[config.mk]
export PLATFORM = sky130hd
export DESIGN_NAME = riscv_decode_queue
export DESIGN_NICKNAME = d
export VERILOG_FILES = /design/src/rtl/riscv_decode_queue.sv
export SDC_FILE = /design/constraint.sdc
export NUM_CORES = 1
export LEC_CHECK = 0
export CAP_MARGIN = 20
export CORE_ASPECT_RATIO = 1.5
export CORE_MARGIN = 1.5
export CORE_UTILIZATION = 51
export CTS_BUF_LIST = sky130_fd_sc_hd__clkbuf_4
export CTS_CLUSTER_DIAMETER = 80
export CTS_CLUSTER_SIZE = 24
export DETAILED_ROUTE_END_ITERATION = 12
export GPL_TIMING_DRIVEN = 0
export PLACE_DENSITY = 0.76
export SLEW_MARGIN = 20
export SYNTH_ARGS = -nofsm -noshare
export SYNTH_HDL_FRONTEND = slang
export SYNTH_SLANG_ARGS = --single-unit
[constraint.sdc]
create_clock -name clk_i -period 7.6 [get_ports clk_i]
set_input_delay 1.52 -clock clk_i [delete_from_list [all_inputs] [get_ports clk_i]]
set_output_delay 1.52 -clock clk_i [all_outputs]
set_load 0.05 [all_outputs]
[src/rtl/riscv_decode_queue.sv]
// RV32I decode stage: decodes each fetched word on acceptance and holds the
// decoded bundle plus its PC in a DEPTH-entry queue feeding execute.
module riscv_decode_queue #(
    parameter int unsigned DEPTH        = 4,
    parameter int unsigned PC_WIDTH     = 32,
    parameter int unsigned ALU_OP_WIDTH = 5
) (
    input  logic                    clk_i,
    input  logic                    arstn_i,
    input  logic                    flush_i,
    input  logic                    in_valid_i,
    output logic                    in_ready_o,
    input  logic [31:0]             fetched_instr_i,
    input  logic [PC_WIDTH-1:0]     fetched_pc_i,
    output logic                    out_valid_o,
    input  logic                    out_ready_i,
    output logic [PC_WIDTH-1:0]     pc_o,
    output logic [1:0]              ex_op_a_sel_o,
    output logic [2:0]              ex_op_b_sel_o,
    output logic [31:0]             imm_o,
    output logic [ALU_OP_WIDTH-1:0] alu_op_o,
    output logic                    mem_req_o,
    output logic                    mem_we_o,
    output logic [2:0]              mem_size_o,
    output logic                    gpr_we_a_o,
    output logic                    wb_src_sel_o,
    output logic                    illegal_instr_o,
    output logic                    branch_o,
    output logic                    jal_o,
    output logic                    jalr_o
);

    localparam int unsigned PTR_W = (DEPTH > 1) ? $clog2(DEPTH) : 1;
    localparam int unsigned CNT_W = $clog2(DEPTH) + 1;

    localparam logic [6:0] OPC_LOAD     = 7'b0000011;
    localparam logic [6:0] OPC_MISC_MEM = 7'b0001111;
    localparam logic [6:0] OPC_OP_IMM   = 7'b0010011;
    localparam logic [6:0] OPC_AUIPC    = 7'b0010111;
    localparam logic [6:0] OPC_STORE    = 7'b0100011;
    localparam logic [6:0] OPC_OP       = 7'b0110011;
    localparam logic [6:0] OPC_LUI      = 7'b0110111;
    localparam logic [6:0] OPC_BRANCH   = 7'b1100011;
    localparam logic [6:0] OPC_JALR     = 7'b1100111;
    localparam logic [6:0] OPC_JAL      = 7'b1101111;
    localparam logic [6:0] OPC_SYSTEM   = 7'b1110011;

    localparam logic [4:0] ALU_ADD = 5'b00000;
    localparam logic [4:0] ALU_SUB = 5'b01000;
    localparam logic [4:0] ALU_SRL = 5'b00101;
    localparam logic [4:0] ALU_SRA = 5'b01101;

    typedef struct packed {
        logic [PC_WIDTH-1:0]     pc;
        logic [1:0]              op_a_sel;
        logic [2:0]              op_b_sel;
        logic [31:0]             imm;
        logic [ALU_OP_WIDTH-1:0] alu_op;
        logic                    mem_req;
        logic                    mem_we;
        logic [2:0]              mem_size;
        logic                    gpr_we;
        logic                    wb_src_sel;
        logic                    illegal;
        logic                    branch;
        logic                    jal;
        logic                    jalr;
    } entry_t;

    entry_t            mem [DEPTH];
    entry_t            dec;
    entry_t            head;
    logic [PTR_W-1:0]  wr_ptr;
    logic [PTR_W-1:0]  rd_ptr;
    logic [CNT_W-1:0]  count;
    logic              full;
    logic              push;
    logic              pop;

    logic [6:0]        opcode;
    logic [2:0]        funct3;
    logic [6:0]        funct7;
    logic [31:0]       imm_i;
    logic [31:0]       imm_s;
    logic [31:0]       imm_b;
    logic [31:0]       imm_u;
    logic [31:0]       imm_j;
    logic [4:0]        alu5;
    logic              illegal;

    assign opcode = fetched_instr_i[6:0];
    assign funct3 = fetched_instr_i[14:12];
    assign funct7 = fetched_instr_i[31:25];

    assign imm_i = {{20{fetched_instr_i[31]}}, fetched_instr_i[31:20]};
    assign imm_s = {{20{fetched_instr_i[31]}}, fetched_instr_i[31:25], fetched_instr_i[11:7]};
    assign imm_b = {{19{fetched_instr_i[31]}}, fetched_instr_i[31], fetched_instr_i[7],
                    fetched_instr_i[30:25], fetched_instr_i[11:8], 1'b0};
    assign imm_u = {fetched_instr_i[31:12], 12'b0};
    assign imm_j = {{11{fetched_instr_i[31]}}, fetched_instr_i[31], fetched_instr_i[19:12],
                    fetched_instr_i[20], fetched_instr_i[30:21], 1'b0};

    // Full decode of the incoming word into a queue entry.
    always_comb begin
        dec     = '0;
        alu5    = ALU_ADD;
        illegal = 1'b0;
        dec.pc  = fetched_pc_i;
        case (opcode)
            OPC_OP: begin
                dec.gpr_we = 1'b1;
                case (funct3)
                    3'd0: begin
                        if (funct7 == 7'h20)      alu5 = ALU_SUB;
                        else if (funct7 != 7'h00) illegal = 1'b1;
                    end
                    3'd5: begin
                        if (funct7 == 7'h00)      alu5 = ALU_SRL;
                        else if (funct7 == 7'h20) alu5 = ALU_SRA;
                        else                      illegal = 1'b1;
                    end
                    default: begin
                        alu5 = {2'b00, funct3};
                        if (funct7 != 7'h00) illegal = 1'b1;
                    end
                endcase
            end
            OPC_OP_IMM: begin
                dec.op_b_sel = 3'd1;
                dec.imm      = imm_i;
                dec.gpr_we   = 1'b1;
                case (funct3)
                    3'd1: begin
                        alu5 = {2'b00, funct3};
                        if (funct7 != 7'h00) illegal = 1'b1;
                    end
                    3'd5: begin
                        if (funct7 == 7'h00)      alu5 = ALU_SRL;
                        else if (funct7 == 7'h20) alu5 = ALU_SRA;
                        else                      illegal = 1'b1;
                    end
                    default: alu5 = {2'b00, funct3};
                endcase
            end
            OPC_LUI: begin
                dec.op_a_sel = 2'd2;
                dec.op_b_sel = 3'd2;
                dec.imm      = imm_u;
                dec.gpr_we   = 1'b1;
            end
            OPC_AUIPC: begin
                dec.op_a_sel = 2'd1;
                dec.op_b_sel = 3'd2;
                dec.imm      = imm_u;
                dec.gpr_we   = 1'b1;
            end
            OPC_LOAD: begin
                dec.op_b_sel   = 3'd1;
                dec.imm        = imm_i;
                dec.mem_req    = 1'b1;
                dec.mem_size   = funct3;
                dec.gpr_we     = 1'b1;
                dec.wb_src_sel = 1'b1;
                if (funct3 == 3'd3 || funct3 == 3'd6 || funct3 == 3'd7) illegal = 1'b1;
            end
            OPC_STORE: begin
                dec.op_b_sel = 3'd3;
                dec.imm      = imm_s;
                dec.mem_req  = 1'b1;
                dec.mem_we   = 1'b1;
                dec.mem_size = funct3;
                if (funct3 > 3'd2) illegal = 1'b1;
            end
            OPC_BRANCH: begin
                dec.imm    = imm_b;
                dec.branch = 1'b1;
                if (funct3 == 3'd2 || funct3 == 3'd3) illegal = 1'b1;
                else                                  alu5 = {2'b11, funct3};
            end
            OPC_JAL: begin
                dec.op_a_sel = 2'd1;
                dec.op_b_sel = 3'd4;
                dec.imm      = imm_j;
                dec.gpr_we   = 1'b1;
                dec.jal      = 1'b1;
            end
            OPC_JALR: begin
                dec.op_a_sel = 2'd1;
                dec.op_b_sel = 3'd4;
                dec.imm      = imm_i;
                dec.gpr_we   = 1'b1;
                dec.jalr     = 1'b1;
                if (funct3 != 3'd0) illegal = 1'b1;
            end
            OPC_MISC_MEM, OPC_SYSTEM: ;
            default: illegal = 1'b1;
        endcase
        if (fetched_instr_i[1:0] != 2'b11) illegal = 1'b1;
        dec.alu_op = ALU_OP_WIDTH'(alu5);
        // Illegal words travel down the queue but carry no side effects.
        if (illegal) begin
            dec.illegal = 1'b1;
            dec.mem_req = 1'b0;
            dec.mem_we  = 1'b0;
            dec.gpr_we  = 1'b0;
            dec.branch  = 1'b0;
            dec.jal     = 1'b0;
            dec.jalr    = 1'b0;
        end
    end

    assign full        = (count == CNT_W'(DEPTH));
    assign out_valid_o = (count != '0);
    assign in_ready_o  = !full || out_ready_i;
    assign push        = in_valid_i && in_ready_o && !flush_i;
    assign pop         = out_valid_o && out_ready_i && !flush_i;

    // Entry storage; contents are only observed while counted as valid.
    always_ff @(posedge clk_i) begin
        if (push) mem[wr_ptr] <= dec;
    end

    // Pointer and occupancy bookkeeping; flush wins over push and pop.
    always_ff @(posedge clk_i or negedge arstn_i) begin
        if (!arstn_i) begin
            wr_ptr <= '0;
            rd_ptr <= '0;
            count  <= '0;
        end else if (flush_i) begin
            wr_ptr <= '0;
            rd_ptr <= '0;
            count  <= '0;
        end else begin
            if (push) wr_ptr <= wr_ptr + PTR_W'(1);
            if (pop)  rd_ptr <= rd_ptr + PTR_W'(1);
            case ({push, pop})
                2'b10:   count <= count + CNT_W'(1);
                2'b01:   count <= count - CNT_W'(1);
                default: count <= count;
            endcase
        end
    end

    // Head entry, zeroed whenever nothing is valid.
    always_comb begin
        head = '0;
        if (out_valid_o) head = mem[rd_ptr];
    end

    assign pc_o            = head.pc;
    assign ex_op_a_sel_o   = head.op_a_sel;
    assign ex_op_b_sel_o   = head.op_b_sel;
    assign imm_o           = head.imm;
    assign alu_op_o        = head.alu_op;
    assign mem_req_o       = head.mem_req;
    assign mem_we_o        = head.mem_we;
    assign mem_size_o      = head.mem_size;
    assign gpr_we_a_o      = head.gpr_we;
    assign wb_src_sel_o    = head.wb_src_sel;
    assign illegal_instr_o = head.illegal;
    assign branch_o        = head.branch;
    assign jal_o           = head.jal;
    assign jalr_o          = head.jalr;

endmodule

Yosys cells after proc, flatten, opt, wreduce, memory -nomap -nowiden
Memories as Yosys holds them, arrays and structs flattened.
Index checks and enable logic that the tools add are counted.
- register bits after elaboration: 7
- bits in writable memories: 340
- input bits: 69
- logic and storage cells: 99
- memories kept: 1
- add/subtract/negate cells: 4
- order comparisons: 1
- equal/unequal tests: 22
- muxes and demuxes: 42
- reduce and logical (&&, ||, !) cells: 26
- memories (memory ; depth ; width ; rd ports ; clocked after memory_dff ; write ports ; RTL line ; text):
    mem ; 4 ; 85 ; 1 ; 0 ; 1 ; 70 ; entry_t mem [DEPTH];
- operators with widths (cell ; number):
    one-hot mux 32 bit (5 select lines) ; 1
    two-way mux 85 bit ; 1
    equality test 7 x 6 -> 1 bit, second input constant ; 4
    equality test 7 bit, second input constant ; 4
    two-way mux 1 bit ; 19
    two-way mux 5 bit ; 3
    one-hot mux 5 bit (3 select lines) ; 1
    equality test 7 x 5 -> 1 bit, second input constant ; 2
    equality test 3 bit, second input constant ; 4
    two-way mux 4 bit ; 3
    one-hot mux 3 bit (4 select lines) ; 1
    two-way mux 2 bit ; 5
    one-hot mux 5 bit (2 select lines) ; 1
    nonzero test 3 bit ; 3
    OR reduction 2 bit ; 4
    equality test 7 x 2 -> 1 bit, second input constant ; 1
    equality test 7 x 4 -> 1 bit, second input constant ; 1
    logical NOT 7 bit ; 1
    one-hot mux 1 bit (7 select lines) ; 1
    nonzero test 7 bit ; 1
    OR reduction 7 bit ; 1
    equality test 3 x 2 -> 1 bit, second input constant ; 2
    two-way mux 3 bit ; 2
    one-hot mux 3 bit (2 select lines) ; 1
    17 further kinds ; 28

Logic depth before layout (Yosys ltp)
- depth after elaboration: 8
- mapped depth: 9

Worst setup path after synthesis
OpenSTA, ideal clock, no wires.
- path type: input port to flip-flop
- from: input port out_ready_i
- to: memory mem[0][0] in the netlist's numbering (enable)
- data arrival time: 4.169 ns
- required time: 7.147 ns
- slack: 2.978 ns
- cell stages on the path: 5
- cells stage by stage: buf_2 > or4b_4 > nand2_4 > nor2_1 > and2_1
- cells in the longest elaborated chain, start to end: 5
- ends and longest elaborated chain (what ; RTL line ; text):
    from (decl) ; 16 ; input logic out_ready_i,
    logical OR 1 bit ; 214 ; assign in_ready_o = !full || out_ready_i;
    named net in_ready_o ; 12 ; output logic in_ready_o,
    logical AND 1 bit (2 in series) ; 215 ; assign push = in_valid_i && in_ready_o && !flush_i;
    two-way mux 1 bit ; 220 ; if (push) mem[wr_ptr] <= dec;
    two-way mux 1 bit (not written as such) ; 220 ;
    to (decl) ; 70 ;
The timed path passes the listed nets, and every way through them passes these cells.

Worst setup path in the final report
- from: register count[0]
- to: output port pc_o[5]
- cells in the longest elaborated chain, start to end: 2
- ends and longest elaborated chain (what ; RTL line ; text):
    from (decl) ; 75 ; logic [CNT_W-1:0] count;
    from (signal assigned) ; 237 ; 2'b10: count <= count + CNT_W'(1);
    from (signal assigned) ; 238 ; 2'b01: count <= count - CNT_W'(1);
    from (signal assigned) ; 239 ; default: count <= count;
    nonzero test 3 bit ; 213 ; assign out_valid_o = (count != '0);
    two-way mux 85 bit ; 247 ; if (out_valid_o) head = mem[rd_ptr];
    to (decl) ; 17 ; output logic [PC_WIDTH-1:0] pc_o,
No other way between the ends.

==> out/results.tsv <==
stage	metric	value	unit
cells_and_area	Layout Cells excl Fill	1260	
synthesis	Cell Area, Synth	14200	µm²
power	Int Power	0.00273	W
min_path	Hold WC Path Type	reg -> reg	
synthesis	post-synthesis simple-gate area fraction	7.76	%
timing	clk_skew	0.0489	ns
synthesis	main combinational cell family by area after synthesis	multiplexers	
grt	antenna violations before repair	1	
setup_path	CP Capture Type	output port	
floorplan	std cell rows	74	
cts	post-CTS sizing	0	
setup_path	r2r setup slk	5.12	ns
floorplan	die area	28900	µm²
detailed_routing	drt initial violations	484	
cells_and_area	# nets final	979	
synthesis	Synth Area per Inst	19.5	µm²
timing	Rel. slew slack	50.7	%
cts	CTS Sinks	347	
status	outcome	complete, but fails checks	
timing	Setup TNS	0	ns
detailed_routing	Via Count	7219	
cells_and_area	Filler cells	1982	
cts	cts hold-fix bufs	0	
cells_and_area	Syn-to-layout area delta	16.6	%
cells_and_area	share of cells above drive strength 1	18.5	%
placement	DP Cell Count	1227	
synthesis	async set or reset register ratio after synthesis	2.02	%
power	Lkg Pwr	5.47	nW
floorplan	Die Wd	139	µm
setup_path	Setup CP Type	reg -> out	
detailed_routing	DR WL/cell	22.2	µm
grt	vias in the first global route	7529	
cts	CTS Buffer Depth	3	
synthesis	XOR/XNOR Fraction of Synth Area	0.308	%
status	failing checks	design-rule violations	
grt	grt total ovfl	0	
synthesis	number of synthesized flops with an enable pin	340	
synthesis	ys flop type	edfxtp_1	
placement	dpl ws	3.10	ns
grt	first-pass GRT wire length	42700	µm
detailed_routing	TritonRoute pass-1 iters	9	
setup_path	crit path max fanout	10	
timing	fin. max-slew vios	0	
synthesis	post-synthesis mux area share	13.6	%
floorplan	Die H	207	µm
detailed_routing	Residual DRC	11	
power	sw frac	29.9	%
timing	RSZ-0062 raised after global routing	false	
synthesis	Compound-Gate Fraction of Synth Area	3.18	%
setup_path	WP data required	6.08	ns
grt	largest net degree at the start of global routing	48	
setup_path	CP arrival	3.61	ns
cts	Setup Buffers After CTS	0	
synthesis	synthesized flop and latch total	347	
cts	total CTS buffers	18	
run	MaxCap Viol Count	0	
power	Seq pwr share	55.6	%
power	Power Density	235	nW/µm²
synthesis	syn_nets	804	
timing	Final WS setup	2.47	ns
timing	Final setup viols	0	
synthesis	Unique masters post-synth	56	
timing	final hold vios	0	
grt	GRT Resource Usage Total	19.5	%
placement	Placer Congestion	0.816	
timing	final worst path period need	5.13	ns
cts	Clock transition at path regs	0.22	ns
cts	CTS Root Cell	clkbuf_4	
floorplan	Ports	156	
synthesis	Synth Area in Adders	0.493	%
cts	H-tree levels	1	
synthesis	sequential area share after synthesis	73.1	%
power	Peak VDD IR	0.193	mV
power	Gate power share	26.2	%
power	Clock Power Share	18.2	%
detailed_routing	DRT antenna net count	0	
timing	Tcrit/Tclk final	67.5	%
synthesis	Syn Inst Count	730	
cts	CTS tree	yes	
setup_path	crit path launch type	flop	
floorplan	initial core utilization	52.0	%
timing	actual slew at the worst max-slew pin	0.737	ns
placement	Port Buffers	148	
placement	Final HPWL DP	18600	µm
synthesis	Yosys warning count	0	
floorplan	Core Footprint	27300	µm²
detailed_routing	vias per inst	5.73	
detailed_routing	final WL	28000	µm
timing	fmax	195	MHz
cts	Worst-Skew Late Latency	0.70	ns
power	net switching power	0.00116	W
-- final cells by class --
type	count	area (µm²)	area share, %
multi-input cells	333	3610	21.8
diodes	1	2.50	0.0151
clock inverters	1	16.3	0.0982
inverters	5	18.8	0.113
plain buffers	45	204	1.23
repair buffers	155	1670	10.1
well taps	342	428	2.58
clock buffers	31	233	1.40
flip-flops and latches	347	10400	62.7
-- worst max-delay path, stage by stage (launching register included) --
cell	delay, ns
dfrtp_1	0.56
or3_1	0.15
clkbuf_1	0.30
clkbuf_1	0.47
clkbuf_1	0.39
and2_1	0.22
clkdlybuf4s50_1	0.81
-- metrics by stage --
| stage | area, µm² | hold WS [ns] | util (%) | total power, W |
|---|---|---|---|---|
| after floorplan | 14200 | 0.543 | - | 0.00289 |
| after global placement | 16100 | 0.566 | 59.0 | 0.00323 |
| after detailed placement | 16300 | 0.576 | 59.7 | 0.00324 |
| after CTS | 16600 | 0.601 | 60.7 | 0.00393 |
| after global routing | 16600 | 0.630 | 60.7 | 0.00403 |
| final | 16600 | 0.609 | 60.7 | 0.00389 |
-- layer usage --
layer	vias to the layer above	routed length (µm)	track usage, %
li1	3242	-	-
met1	3706	10300	23.5
met2	228	15300	36.4
met3	43	1610	2.42
met4	0	731	6.09
met5	-	0	0
-- synthesized netlist by cell type, types with 2 or more instances --
| master | number | area share, % |
|---|---|---|
| edfxtp_1 | 340 | 72 |
| and2_1 | 102 | 4.5 |
| mux4_2 | 85 | 13 |
| clkbuf_1 | 23 | 0.61 |
| a21o_1 | 22 | 1.2 |
| nor2_1 | 22 | 0.58 |
| buf_2 | 19 | 0.67 |
| nand2_1 | 13 | 0.34 |
| a21oi_1 | 11 | 0.39 |
| dfrtp_1 | 7 | 1.2 |
| o21ai_0 | 7 | 0.25 |
| nand3_1 | 5 | 0.18 |
| nor3_1 | 5 | 0.18 |
| a22o_1 | 4 | 0.25 |
| ha_1 | 4 | 0.35 |
| inv_1 | 4 | 0.11 |
| a21oi_2 | 3 | 0.18 |
| buf_4 | 3 | 0.16 |
| nand2b_1 | 3 | 0.13 |
| nor3b_1 | 3 | 0.16 |
| or3_1 | 3 | 0.13 |
| xor2_1 | 3 | 0.18 |
| nand3b_1 | 2 | 0.11 |
| nor2b_1 | 2 | 0.088 |
| nor3_4 | 2 | 0.23 |
| o22ai_1 | 2 | 0.088 |
| xnor2_1 | 2 | 0.12 |
-- registers in the layout, summed over array words and instances, names as in the netlist --
register  flops
wr_ptr        2
rd_ptr        2
count         3
mem         340
-- power groups by stage --
| stage | registers, W | clock network (W) | logic [W] |
|---|---|---|---|
| 6_report | 0.00216 | 0.000707 | 0.00102 |
| 5_1_grt | 0.00217 | 0.000792 | 0.00107 |
| 4_1_cts | 0.00216 | 0.000732 | 0.00104 |
| 3_5_place_dp | 0.00220 | 0 | 0.00103 |
| 3_3_place_gp | 0.00221 | 0 | 0.00102 |
| 2_1_floorplan | 0.00220 | 0 | 0.000689 |
-- final timing paths --
| check | to | cells past startpoint | from |
|---|---|---|---|
| worst max-delay path | pc_o[5] | 6 | count[0]$_DFFE_PN0P_ |
| worst min-delay path | wr_ptr[1]$_DFFE_PN0P_ | 2 | wr_ptr[1]$_DFFE_PN0P_ |
| worst max register to register | count[2]$_DFFE_PN0P_ | 9 | count[1]$_DFFE_PN0P_ |
| worst min register to register | wr_ptr[1]$_DFFE_PN0P_ | 2 | wr_ptr[1]$_DFFE_PN0P_ |
| max in group asynchronous | count[2]$_DFFE_PN0P_ | 1 | arstn_i |
| min in group asynchronous | wr_ptr[0]$_DFFE_PN0P_ | 1 | arstn_i |
-- kinds of logic after synthesis --
group	Yosys count
adders and majority gates	5
muxes	87
buffers and inverters	50
DFF	347
AOI/OAI and AO/OA	62
and+or+nand+nor	174
xor gates and xnor gates	5
-- placed cells by master, fill, tap and decap left out, types with 3 or more instances in the layout --
| cell | n |
|---|---|
| a22o_1 | 4 |
| inv_1 | 4 |
| dfrtp_1 | 7 |
| nor3_1 | 5 |
| ha_1 | 4 |
| a21oi_1 | 11 |
| nor3b_1 | 3 |
| nand3_1 | 5 |
| a21oi_2 | 3 |
| nor2_1 | 22 |
| o21ai_0 | 7 |
| nand2b_1 | 3 |
| buf_2 | 19 |
| buf_16 | 6 |
| clkbuf_1 | 23 |
| clkbuf_4 | 31 |
| xor2_1 | 3 |
| nand2_1 | 13 |
| or3_1 | 3 |
| mux4_2 | 85 |
| and2_4 | 4 |
| and2_1 | 98 |
| buf_4 | 3 |
| clkdlybuf4s50_1 | 148 |
| edfxtp_1 | 340 |
| a21o_1 | 22 |
(Power assumes the default switching activity.)
